`src/rtl/mem_copy_engine.sv`:
```
// Copy/fill engine for a 2-read/1-write register-file memory.
// Walks a source region through the async read port and writes one word per
// cycle into a destination region. Fill mode writes a latched constant instead.
// Copy direction is chosen so that overlapping, non-wrapping regions behave
// like memmove.
module mem_copy_engine #(
  parameter int unsigned ADDR_SIZE = 4,
  parameter int unsigned BYTE_SIZE = 8
) (
  input  logic                 clock,
  input  logic                 reset,
  input  logic                 start,
  input  logic                 mode,
  input  logic [ADDR_SIZE-1:0] src,
  input  logic [ADDR_SIZE-1:0] dst,
  input  logic [ADDR_SIZE:0]   len,
  input  logic [BYTE_SIZE-1:0] fill_data,
  output logic                 busy,
  output logic                 done,
  output logic [ADDR_SIZE-1:0] raddr,
  input  logic [BYTE_SIZE-1:0] rdata,
  output logic                 wen,
  output logic [ADDR_SIZE-1:0] waddr,
  output logic [BYTE_SIZE-1:0] wdata
);

  typedef enum logic [1:0] {StIdle, StCopy, StDone} state_e;

  state_e               state_q, state_d;
  logic [ADDR_SIZE-1:0] raddr_q, raddr_d;
  logic [ADDR_SIZE-1:0] waddr_q, waddr_d;
  logic [ADDR_SIZE:0]   remain_q, remain_d;
  logic                 mode_q, mode_d;
  logic                 back_q, back_d;
  logic [BYTE_SIZE-1:0] fill_q, fill_d;

  logic                 accept;
  logic                 backward;
  logic [ADDR_SIZE-1:0] last_off;
  logic [ADDR_SIZE-1:0] step;

  // Offset of the last word; len == 2**ADDR_SIZE yields all-ones, i.e. wraps correctly.
  assign last_off = ADDR_SIZE'(len - (ADDR_SIZE + 1)'(1));
  assign backward = !mode && (dst > src);
  assign accept   = start && (state_q != StCopy);
  // All-ones is -1 modulo 2**ADDR_SIZE.
  assign step     = back_q ? '1 : ADDR_SIZE'(1);

  // Next-state logic: sequence the active transfer, then let an accepted command override.
  always_comb begin
    state_d  = state_q;
    raddr_d  = raddr_q;
    waddr_d  = waddr_q;
    remain_d = remain_q;
    mode_d   = mode_q;
    back_d   = back_q;
    fill_d   = fill_q;

    unique case (state_q)
      StCopy: begin
        raddr_d  = raddr_q + step;
        waddr_d  = waddr_q + step;
        remain_d = remain_q - (ADDR_SIZE + 1)'(1);
        if (remain_q == (ADDR_SIZE + 1)'(1)) begin
          state_d = StDone;
        end
      end
      StDone:  state_d = StIdle;
      default: state_d = state_q;
    endcase

    if (accept) begin
      mode_d   = mode;
      fill_d   = fill_data;
      back_d   = backward;
      remain_d = len;
      if (len == '0) begin
        state_d = StDone;
      end else begin
        state_d = StCopy;
        raddr_d = backward ? src + last_off : src;
        waddr_d = backward ? dst + last_off : dst;
      end
    end
  end

  // State and datapath registers; reset clears everything immediately.
  always_ff @(posedge clock or posedge reset) begin
    if (reset) begin
      state_q  <= StIdle;
      raddr_q  <= '0;
      waddr_q  <= '0;
      remain_q <= '0;
      mode_q   <= 1'b0;
      back_q   <= 1'b0;
      fill_q   <= '0;
    end else begin
      state_q  <= state_d;
      raddr_q  <= raddr_d;
      waddr_q  <= waddr_d;
      remain_q <= remain_d;
      mode_q   <= mode_d;
      back_q   <= back_d;
      fill_q   <= fill_d;
    end
  end

  // Outputs: control decoded from state only; wdata is combinational only through rdata.
  always_comb begin
    busy  = (state_q == StCopy);
    wen   = (state_q == StCopy);
    done  = (state_q == StDone);
    raddr = raddr_q;
    waddr = waddr_q;
    wdata = mode_q ? fill_q : rdata;
  end

endmodule

```
`config.mk`:
```
export PLATFORM = sky130hd
export DESIGN_NAME = mem_copy_engine
export DESIGN_NICKNAME = d
export VERILOG_FILES = /design/src/rtl/mem_copy_engine.sv
export SDC_FILE = /design/constraint.sdc
export NUM_CORES = 1
export LEC_CHECK = 0
export CAP_MARGIN = 20
export CORE_MARGIN = 1
export CORE_UTILIZATION = 30
export DETAILED_ROUTE_END_ITERATION = 8
export GPL_TIMING_DRIVEN = 1
export PLACE_DENSITY = 0.52
export SLEW_MARGIN = 5
export SYNTH_ARGS = -nofsm -noshare
export SYNTH_HDL_FRONTEND = slang
export SYNTH_SLANG_ARGS = --single-unit
```
`constraint.sdc`:
```
create_clock -name clock -period 4.98 [get_ports clock]
set_input_delay 0.747 -clock clock [delete_from_list [all_inputs] [get_ports clock]]
set_output_delay 0.747 -clock clock [all_outputs]
set_load 0.02 [all_outputs]
```
==> results of run 1 <==
==> stage by stage <==
step | setup slack [ps] | total power (W)
2_1_floorplan | 2600 | 0.000916
3_3_place_gp | 1950 | 0.00118
3_5_place_dp | 1920 | 0.00118
4_1_cts | 2080 | 0.00132
5_1_grt | 1960 | 0.00144
6_report | 2100 | 0.00130
==> cells by family after synthesis <==
kind of cell,after synthesis,share of synthesized area
muxes,22,0.122
and+or+nand+nor,56,0.120
DFF,25,0.325
xor gates and xnor gates,12,0.0547
AOI/OAI and AO/OA,41,0.146
buffers and inverters,29,0.0612
adders and majority gates,24,0.172
==> cell usage after synthesis (all sizes together), types with 2 or more instances <==
cell type	count	area (sq um)
a211oi	2	15.0
mux2	11	124
nor2b	2	20.0
xor2	9	78.8
fa	4	80.1
a21oi	17	88.8
a21o	4	30.0
mux2i	11	110
clkbuf	3	11.3
inv	20	75.1
nor3	2	10.0
xnor2	3	26.3
nand2	36	135
dfrtp	25	626
nand3	2	10.0
o211ai	2	20.0
o22ai	3	18.8
buf	5	27.5
ha	20	250
a31oi	2	12.5
nor2	13	48.8
o21ai	4	20.0
==> flip-flops by register name, indices dropped and copies added (netlist names) <==
name / flops
fill_q: 8
remain_q: 5
raddr: 4
waddr: 4
state_q: 2
back_q: 1
mode_q: 1
==> worst min-delay path, delay by kind of cell (launching register included) <==
family | cells | cell delay (ps)
flops | 1 | 350
simple gates | 2 | 110
==> area by class of cell <==
class,count,area (sq um),share of cell area
clock buffers,3,41.3,0.0162
clock inverters,1,7.51,0.00294
inverters,21,78.8,0.0309
multi-input cells,155,1180,0.462
flip-flops and latches,25,626,0.245
well taps,75,93.8,0.0368
repair buffers,52,526,0.206
==> power groups by stage <==
stage | Sequential [W] | Clock, W | Combinational, W
after floorplan | 0.000402 | 0 | 0.000514
after CTS | 0.000390 | 0.000132 | 0.000794
after global placement | 0.000393 | 0 | 0.000785
after detailed placement | 0.000392 | 0 | 0.000789
after global routing | 0.000406 | 0.000141 | 0.000896
final | 0.000389 | 0.000129 | 0.000785
==> worst max path at each step <==
stage,slack (ps),cells past startpoint,from,endpoint
after floorplan,2600,9,len[0],waddr[3]
after global placement,1950,10,len[0],waddr[3]
after detailed placement,1920,10,len[0],waddr[3]
after CTS,2080,3,state_q[1],busy
after global routing,1960,3,state_q[1],wen
final,2100,3,state_q[1],busy
==> routing by layer <==
layer,routed length [um],track usage,part of all wire,vias to the layer above
li1,-,-,-,801
met1,2330,0.227,0.52,687
met2,1900,0.232,0.42,40
met3,203,0.0144,0.045,4
met4,63,0.0526,0.014,0
met5,0,0,0,-
==> qor.yml, run 1 <==
synth:
  ys.flop_type: "dfrtp_1"
  synth_cell_types: 36
  syn-cell-area_sq_um: 1920
  synth_edf_count: 0
  synthArstFlopShare: 1.00
  ys.warnings.count: 0
  synth_fp_nets: 266
  ys_ff_latch: 25
  syn_inst: 209
  postSynthAreaPerCell_sq_um: 9.20
  yosysSeqAreaShare: 0.325
power_and_ir_drop:
  power.internal_w: 0.000731
  p_clk_frac: 0.099
  p_sw_w: 0.000573
  pwr-share-seq: 0.298
  netSwitchingFraction: 0.439
  p_leak_nw: 1.19
  p_comb_frac: 0.603
  ir_worst_vdd_uv: 180
  powerDensity_nw_per_um2: 511
routing:
  vias: 1532
  wl_per_cell_um: 13.5
  drtIter0Drc: 73
  wirelength_mm: 4.49
  via_per_inst: 4.61
  ant_nets: 0
  firstDrtPassIters: 4
  drc_errors: 0
clock_network:
  ctsHtreeMaxLevel: 1
  clock_tree.root_cell: "clkbuf_8"
  cts.sinks: 25
  path_clk_slew_ps: 100
  cts_tree: "done"
  cts_buffer_depth: 2
  cts_buffers: 3
  cts_resized: 0
  holdBufCountCts: 0
  clk_latency_ps: 280
  postCtsSetupBuffers: 0
worst_setup_path:
  cp_slowest_cell: "clkdlybuf4s50_1"
  path_buf_inv: 2
  rrSetupSlack_ps: 2540
  endpoint_kind: "output port"
  crit_chain: "inv_1 > ha_1 > clkdlybuf4s50_1"
  worst-setup-path-type: "reg2out"
  r2r_cells: 6
  crit_fanout: 17
  crit_path_max_incr_delay_ps: 730
  r2r-start: "state_q[0]"
  critPathLaunchType: "flop"
  cp.required_ps: 4230
  critPathTopFamily: "buffers and inverters"
  critPathArrivalTime_ps: 2130
  r2r-end: "waddr[3]"
floorplan:
  die_h_um: 82.1
  initial_core_util: 0.317
  dieArea_sq_um: 6730
  die_w_um: 82.1
  coreArea_sq_um: 6060
  io-pin-count: 52
  rows: 28
timing:
  slew_headroom: 0.487
  fmax_mhz: 347
  finalHoldViolCount: 0
  fin_worst_hold_slack_ps: 483
  tightest_slew_ps: 761
  rsz0062_at_grt: "false"
  period_needed_ps: 2880
  setup_violations: 0
  min_period_over_period: 0.578
  finClkSkew_ps: 5.35
  drv_slew: 0
  tns_ps: 0
cells_and_area:
  final_area_sq_um: 2550
  fin_nets: 315
  fin_util: 0.421
  final_common_cell: "clkdlybuf4s50_1"
  syn_to_final_growth_pct: 32.7
  fillers: 619
  drive_gt1_frac: 0.0778
  instances_no_fill: 332
  layout_common_cells: "51 x clkdlybuf4s50_1, 36 x nand2_1, 25 x dfrtp_1"
  antenna_cells: 0
global_route:
  antenna_found_initial: 0
  grt_max_degree: 26
  grt_pass1_wl_mm: 7.85
  grt-ovfl-total: 0
  grt_pass1_vias: 1618
  grtUsageTotal: 0.154
placed_design:
  io_buffers: 51
  gp_congestion: 0.797
  post_dp_cell_area_sq_um: 2490
  dp_cells: 327
  hpwl_mm: 3.47
min_path:
  holdCritStartpoint: "fill_q[3]"
  hold_class: "reg2reg"
  whs_path_depth: 2
  holdPathEnd: "fill_q[3]"
outcome:
  status: "finished, final reports clean"
run:
  drv_cap: 0
Power figures use the tool's default switching activity.
==> run 2, diff against run 1 <==
clock period = 3 ns   (was 4.98 ns; I/O delays follow)
==> run 2 against run 1 <==
Effect of this change:
- register-to-register slack lost 1800 ps
- utilization grew 0.50 points
- total power grew 69%
- largest power group unchanged
- highest routed layer unchanged
==> qor.yml, run 2 (synthesis gave the netlist of run 1 again) <==
floorplan:
  dieArea_sq_um: 6730
  die_w_um: 82.1
  coreArea_sq_um: 6060
  io-pin-count: 52
  die_h_um: 82.1
  initial_core_util: 0.317
  rows: 28
timing:
  tightest_slew_ps: 482
  fin_worst_hold_slack_ps: 490
  fmax_mhz: 410
  period_needed_ps: 2440
  setup_violations: 0
  rsz0062_at_grt: "false"
  finClkSkew_ps: 1.69
  finalHoldViolCount: 0
  drv_slew: 0
  min_period_over_period: 0.813
  tns_ps: 0
  slew_headroom: 0.675
worst_setup_path:
  cp.required_ps: 3220
  crit_fanout: 4
  crit_path_max_incr_delay_ps: 520
  r2r_cells: 7
  worst-setup-path-type: "in2reg"
  cp_slowest_cell: "clkdlybuf4s50_1"
  critPathLaunchType: "input port"
  r2r-start: "state_q[1]"
  rrSetupSlack_ps: 790
  endpoint_kind: "flop"
  critPathArrivalTime_ps: 2650
  crit_chain: "clkdlybuf4s50_1 > inv_1 > ha_1 > inv_1 > ha_1 > a21o_1 > a21oi_1 > xnor2_1 > mux2_2 > o211ai_2"
  r2r-end: "state_q[1]"
clock_network:
  cts.sinks: 25
  path_clk_slew_ps: 100
  cts_resized: 0
  ctsHtreeMaxLevel: 1
  cts_buffer_depth: 2
  clk_latency_ps: 280
  postCtsSetupBuffers: 0
  cts_buffers: 3
  cts_tree: "done"
  holdBufCountCts: 0
  clock_tree.root_cell: "clkbuf_8"
routing:
  wirelength_mm: 4.68
  firstDrtPassIters: 4
  vias: 1610
  via_per_inst: 4.78
  wl_per_cell_um: 13.9
  drtIter0Drc: 89
  ant_nets: 0
  drc_errors: 0
global_route:
  antenna_found_initial: 0
  grtUsageTotal: 0.155
  grt_pass1_wl_mm: 7.67
  grt_pass1_vias: 1547
  grt_max_degree: 26
  grt-ovfl-total: 0
cells_and_area:
  layout_common_cells: "51 x clkdlybuf4s50_1, 36 x nand2_1, 25 x dfrtp_1"
  reg_top3: "fill_q x8, remain_q x5"
  fillers: 636
  drive_gt1_frac: 0.0954
  syn_to_final_growth_pct: 34.3
  largest_register: "fill_q"
  final_common_cell: "clkdlybuf4s50_1"
  antenna_cells: 0
  fin_nets: 320
  largest_register_ffs: 8
placed_design:
  hpwl_mm: 3.71
  io_buffers: 51
  gp_congestion: 0.742
power_and_ir_drop:
  p_total_w: 0.00220
  powerDensity_nw_per_um2: 851
  p_leak_nw: 1.21
  ir_worst_vdd_uv: 351
outcome:
  status: "finished, final reports clean"
run:
  drv_cap: 0
min_path:
  holdCritStartpoint: "fill_q[5]"
  holdPathEnd: "fill_q[5]"
  whs_path_depth: 2
  hold_class: "reg2reg"
[run 2: routing by layer]
metal | track usage | share of wire | wire (um)
met1 | 0.217 | 0.49 | 2310
met2 | 0.240 | 0.46 | 2150
met3 | 0.0233 | 0.034 | 158
met4 | 0.0526 | 0.013 | 62
met5 | 0 | 0 | 0
[run 2: critical path: cells and delay by family]
family	cells	cell delay, ps
AO/OA/AOI/OAI	3	390
XOR/XNOR	1	140
multiplexers	1	360
buffers and inverters	3	770
adder cells (fa/ha/maj)	2	550
[run 2: how the worst max path moves through the flow]
stage / cells past startpoint / slack [ps] / to / start
2_1_floorplan: 9 / 910 / waddr[3] / len[0]
3_3_place_gp: 10 / 270 / waddr[3] / len[0]
3_5_place_dp: 10 / 220 / waddr[3] / len[0]
4_1_cts: 10 / 530 / waddr[3] / len[0]
5_1_grt: 10 / 410 / waddr[3] / len[0]
6_report: 10 / 560 / waddr[3] / len[0]
[run 2: per-stage QoR]
stage,worst slack [ps],utilization,area (sq um),cells
global route,415,0.426,2580,337
finish,560,0.426,2580,337
global placement,269,0.418,2530,333
CTS,529,0.426,2580,337
detailed placement,216,0.418,2530,333
floorplan,913,-,1920,209
[run 2: power breakdown]
part           internal [W]  total (W)  switching, W  leakage [nW]
logic              0.000644    0.00133      0.000688         0.896
clock network     0.0000947   0.000226      0.000131        0.0217
registers          0.000497   0.000640      0.000142         0.296
total               0.00124    0.00220      0.000961          1.21
[run 2: layout make-up]
cell class	instances	area, sq um	share of cell area
multi-input cells	155	1180	0.457
repair buffers	57	556	0.215
inverters	21	78.8	0.0305
clock inverters	1	7.51	0.00291
well taps	75	93.8	0.0363
clock buffers	3	41.3	0.0160
flip-flops and latches	25	626	0.242
